File: config.mk
export PLATFORM = sky130hd
export DESIGN_NAME = kamacore_dmem_arbiter
export DESIGN_NICKNAME = d
export VERILOG_FILES = /design/src/rtl/kamacore_dmem_arbiter.sv
export SDC_FILE = /design/constraint.sdc
export NUM_CORES = 1
export LEC_CHECK = 0
export BUFFER_PORTS_ARGS = -buffer_cell sky130_fd_sc_hd__buf_2
export CELL_PAD_IN_SITES_DETAIL_PLACEMENT = 1
export CELL_PAD_IN_SITES_GLOBAL_PLACEMENT = 1
export CORE_ASPECT_RATIO = 0.5
export CORE_UTILIZATION = 24
export CTS_CLUSTER_SIZE = 28
export DETAILED_ROUTE_END_ITERATION = 10
export MAX_ROUTING_LAYER = met4
export PLACE_DENSITY = 0.81
export SLEW_MARGIN = 20
export SYNTH_ARGS = -nofsm -noshare
export SYNTH_HDL_FRONTEND = slang
export SYNTH_SLANG_ARGS = --single-unit
File: constraint.sdc
create_clock -name clk -period 1.5 [get_ports clk]
set_input_delay 0.15 -clock clk [delete_from_list [all_inputs] [get_ports clk]]
set_output_delay 0.15 -clock clk [all_outputs]
set_load 0.005 [all_outputs]
File: src/rtl/kamacore_dmem_arbiter.sv
// Two-port data-memory arbiter: pipeline port 0 has priority, debug/loader port 1 gets a forced grant after STARVE_LIMIT denials.
// Grants and memory-side signals are combinational; read data returns registered one cycle after the grant. Denied requesters hold their request.
module kamacore_dmem_arbiter #(
    parameter int CPU_WIDTH    = 32,
    parameter int STARVE_LIMIT = 4
) (
    input  logic                 clk,
    input  logic                 rst,

    input  logic                 p0_req,
    input  logic                 p0_we,
    input  logic [CPU_WIDTH-1:0] p0_addr,
    input  logic [CPU_WIDTH-1:0] p0_wdata,
    output logic                 p0_gnt,
    output logic                 p0_rvalid,
    output logic [CPU_WIDTH-1:0] p0_rdata,

    input  logic                 p1_req,
    input  logic                 p1_we,
    input  logic [CPU_WIDTH-1:0] p1_addr,
    input  logic [CPU_WIDTH-1:0] p1_wdata,
    output logic                 p1_gnt,
    output logic                 p1_rvalid,
    output logic [CPU_WIDTH-1:0] p1_rdata,

    output logic                 mem_we,
    output logic [CPU_WIDTH-1:0] mem_a,
    output logic [CPU_WIDTH-1:0] mem_di,
    input  logic [CPU_WIDTH-1:0] mem_spo,

    output logic                 stall
);

    localparam logic [3:0] LIMIT = 4'(STARVE_LIMIT);

    logic [3:0] starve_cnt;
    logic       starve_override;

    // A stale count is ignored while reset is held so grants follow plain priority.
    assign starve_override = rst & (starve_cnt == LIMIT);

    always_comb begin
        p1_gnt = p1_req & (starve_override | ~p0_req);
        p0_gnt = p0_req & ~p1_gnt;
        stall  = p0_req & ~p0_gnt;
    end

    always_comb begin
        mem_we = 1'b0;
        mem_a  = '0;
        mem_di = '0;
        if (p0_gnt) begin
            mem_we = p0_we;
            mem_a  = p0_addr;
            mem_di = p0_wdata;
        end else if (p1_gnt) begin
            mem_we = p1_we;
            mem_a  = p1_addr;
            mem_di = p1_wdata;
        end
    end

    always_ff @(posedge clk) begin
        if (!rst) begin
            starve_cnt <= '0;
        end else if (!p1_req || p1_gnt) begin
            starve_cnt <= '0;
        end else if (starve_cnt != LIMIT) begin
            starve_cnt <= starve_cnt + 4'd1;
        end
    end

    // Read data is captured from the asynchronous memory at the grant edge; rdata holds between reads.
    always_ff @(posedge clk) begin
        if (!rst) begin
            p0_rvalid <= 1'b0;
            p1_rvalid <= 1'b0;
            p0_rdata  <= '0;
            p1_rdata  <= '0;
        end else begin
            p0_rvalid <= p0_gnt & ~p0_we;
            p1_rvalid <= p1_gnt & ~p1_we;
            if (p0_gnt && !p0_we) begin
                p0_rdata <= mem_spo;
            end
            if (p1_gnt && !p1_we) begin
                p1_rdata <= mem_spo;
            end
        end
    end

endmodule
==> results.cfg <==
[global_route]
grt_pass1_wl_um = 25800
largest_net_degree_at_the_start_of_global_routing = 88
overflow = 0
grt_pass1_vias = 4763
antenna_found_initial = 1
grt.total_usage = 0.206

[synth]
postSynthNetCount = 655
synthesis.yosys.warnings = 0
yosysSeqAreaShare = 0.358
postSynthAreaPerCell_um2 = 8.03
syn-instance-count = 487
ys_types = 24
postSynthRegisterBits = 70
synth_area_mm2 = 0.00391

[placed_design]
port-buffer-count = 299
gp_congestion = 0.852
hpwl_um = 11700

[critical_path]
delay_of_the_slowest_cell_on_the_worst_path_ps = 340
crit_required_ps = 1350
path_class = flop to output pin
cp.arrival_ps = 1950
critical_path.top_delay_family = buffers and inverters
critical_path.most_common_cell = sky130_fd_sc_hd__buf_12
critPathCaptureType = output pin
cp_cell_sequence = inv_2 -> ha_4 -> nand4b_1 -> a21boi_4 -> buf_12 -> buf_12 -> mux2i_1 -> buf_2
worstPathMaxFanout = 15
worst-path-buf-inv = 4
worst_setup_path_start_kind = flop
critical_path.slowest_cell = sky130_fd_sc_hd__dfxtp_2

[timing]
maxSlewViolCount = 0
finalSetupViolCount = 136
max_freq_mhz = 476
worst_hold_slack_ps = 94.8
ratio_of_final_minimum_period_to_clock_period = 1.40
worst_slew_margin_rel = 0.756
final.setup.worst_slack_ps = -601
clock_skew_ps = 5.27
rsz0062_at_grt = true
finalHoldViolCount = 0
period_minus_slack_ps = 2100
worst_slew_pin_slew_ps = 365

[cts]
cts_tree = built
path_clk_slew_ps = 60
clk_path_buf_depth = 2
cts.hold.buffers_added = 0
clk_root_buffer_cell = sky130_fd_sc_hd__clkbuf_16
cts-buffers-inserted = 9
clk_latency_ps = 330
htree_num_levels = 3
number_of_sinks_handled_by_clock_tree_synthesis = 70

[pwr]
power-per-cell-area_mw_per_mm2 = 823
power_leakage_nw = 3.69
ir_drop_mv = 0.627

[drt]
vias_per_cell = 4.40
drt_iter0_markers = 140
detailed_router_iteration_count_before_antenna_repair = 4
route.detailed.drc = 0
detail_route.wirelength_um = 17400
antenna_left = 0
routed_wire_length_per_instance_um = 16.8
route.vias.total = 4570

[floorplan]
boundaryPins = 300
die_w_um = 183
die_area_mm2 = 0.0168
starting_density = 0.250
coreArea_mm2 = 0.0157
die_height_um = 92.3
site_rows = 32

[finish]
nets = 980
syn_to_final_growth_pct = 70.0
drive_above_1_share = 0.469
finish.utilization = 0.425

[run]
max_cap_violations = 0

[run_status]
result_of_the_run = finished, violations left
failing_checks = setup timing

[hold_path]
hold_path_class = input port to flop
where the power goes:
part / total [mW] / switching (mW) / leakage, nW / internal, mW
Combinational: 1.22 / 0.577 / 2.96 / 0.643
Clock: 2.27 / 0.820 / 0.152 / 1.45
Sequential: 1.98 / 0.0414 / 0.572 / 1.94
Total: 5.47 / 1.44 / 3.69 / 4.03
final cells by class:
cell class | count | area [um^2]
flip-flops and latches | 70 | 1400
clock buffers | 10 | 229
fillers | 1934 | 9000
inverters | 70 | 263
clock inverters | 6 | 86.3
multi-input cells | 315 | 2180
well taps | 221 | 277
diodes | 1 | 2.50
repair buffers | 346 | 2210
flip-flops by register name, indices dropped and copies added (netlist names):
register    cells
p0_rvalid       1
p0_rdata       32
starve_cnt      4
p1_rvalid       1
p1_rdata       32
metal layers:
layer | global-route usage | routed length [um] | share of wire
met5 | - | 0 | 0
met3 | 0.0437 | 780 | 0.045
met2 | 0.385 | 9250 | 0.53
met1 | 0.202 | 6500 | 0.37
met4 | 0.110 | 900 | 0.052
worst register-to-register path: stages (launching register included):
cell and delay [ps]:
sky130_fd_sc_hd__dfxtp_2 340, sky130_fd_sc_hd__inv_2 70, sky130_fd_sc_hd__ha_4 130, sky130_fd_sc_hd__buf_4 110, sky130_fd_sc_hd__nand3b_1 110, sky130_fd_sc_hd__buf_4 170
sky130_fd_sc_hd__o21ai_4 210, sky130_fd_sc_hd__buf_6 180, sky130_fd_sc_hd__buf_8 140, sky130_fd_sc_hd__mux2i_1 250
per-stage QoR:
stage / cell area (um^2) / setup TNS, ps / setup WS [ps] / std cells / power, mW
5_1_grt: 6650 / -60310 / -708 / 1039 / 5.71
6_report: 6650 / -47710 / -601 / 1039 / 5.47
3_3_place_gp: 5860 / -10280 / -229 / 1002 / 3.03
4_1_cts: 6600 / -45630 / -609 / 1038 / 5.48
3_5_place_dp: 5860 / -12970 / -274 / 1002 / 3.07
2_1_floorplan: 3940 / -2080 / -75.6 / 487 / 2.50
Yosys cell counts, drive strengths merged:
cell | count | area (um^2)
nand3 | 1 | 5.00
dfxtp | 70 | 1400
a21boi | 1 | 11.3
nand2b | 1 | 6.26
o21a | 1 | 7.51
nand4b | 1 | 8.76
a21oi | 2 | 13.8
nor3 | 1 | 5.00
nand4 | 1 | 6.26
buf | 22 | 151
ha | 2 | 25.0
mux2i | 130 | 1300
nand2 | 163 | 612
o21ai | 1 | 8.76
nor2 | 6 | 22.5
and2 | 2 | 12.5
nor2b | 1 | 6.26
clkbuf | 10 | 37.5
nand3b | 1 | 7.51
inv | 70 | 263
path summary, 6_finish.rpt:
path	from	endpoint	slack, ps	cells past startpoint
worst min-delay path	mem_spo[5]	p0_rdata[5]$_SDFFE_PN0P_	90	3
worst min register to register	p1_rdata[7]$_SDFFE_PN0P_	p1_rdata[7]$_SDFFE_PN0P_	460	2
worst max register to register	starve_cnt[1]$_SDFFE_PP0P_	p0_rdata[2]$_SDFFE_PN0P_	-280	9
worst max-delay path	starve_cnt[1]$_SDFFE_PP0P_	mem_a[7]	-600	8
kinds of logic (layout without fill, tap and decap cells):
| kind of cell | Yosys count | in the layout | share of synthesized area |
|---|---|---|---|
| AOI/OAI and AO/OA | 5 | 5 | 0.0106 |
| buffers and inverters | 102 | 432 | 0.115 |
| and+or+nand+nor | 178 | 178 | 0.177 |
| DFF | 70 | 70 | 0.358 |
| muxes | 130 | 130 | 0.333 |
| other | 0 | 1 | 0 |
| adders and majority gates | 2 | 2 | 0.00639 |
layout by cell type (no fill, tap or decap), types with 2 or more instances in the layout:
cell / netlist / final
sky130_fd_sc_hd__inv_2: 0 / 2
sky130_fd_sc_hd__nor2_4: 0 / 2
sky130_fd_sc_hd__clkbuf_16: 0 / 10
sky130_fd_sc_hd__mux2i_4: 0 / 3
sky130_fd_sc_hd__inv_1: 70 / 68
sky130_fd_sc_hd__buf_6: 4 / 6
sky130_fd_sc_hd__nand2_1: 163 / 163
sky130_fd_sc_hd__buf_12: 0 / 16
sky130_fd_sc_hd__buf_4: 9 / 16
sky130_fd_sc_hd__mux2i_2: 0 / 7
sky130_fd_sc_hd__dfxtp_2: 0 / 2
sky130_fd_sc_hd__bufinv_16: 0 / 2
sky130_fd_sc_hd__nor2_1: 6 / 3
sky130_fd_sc_hd__buf_16: 0 / 5
sky130_fd_sc_hd__buf_8: 0 / 3
sky130_fd_sc_hd__buf_2: 4 / 299
sky130_fd_sc_hd__mux2i_1: 130 / 120
sky130_fd_sc_hd__clkinv_2: 0 / 2
sky130_fd_sc_hd__dfxtp_1: 70 / 68
repair_timing:
action,CTS,global route
cloned,8,1
pin swaps,4,5
resized for setup,22,25
endpoints found under the setup margin,133,136
buffers inserted,13,5
(Power assumes the default switching activity.)
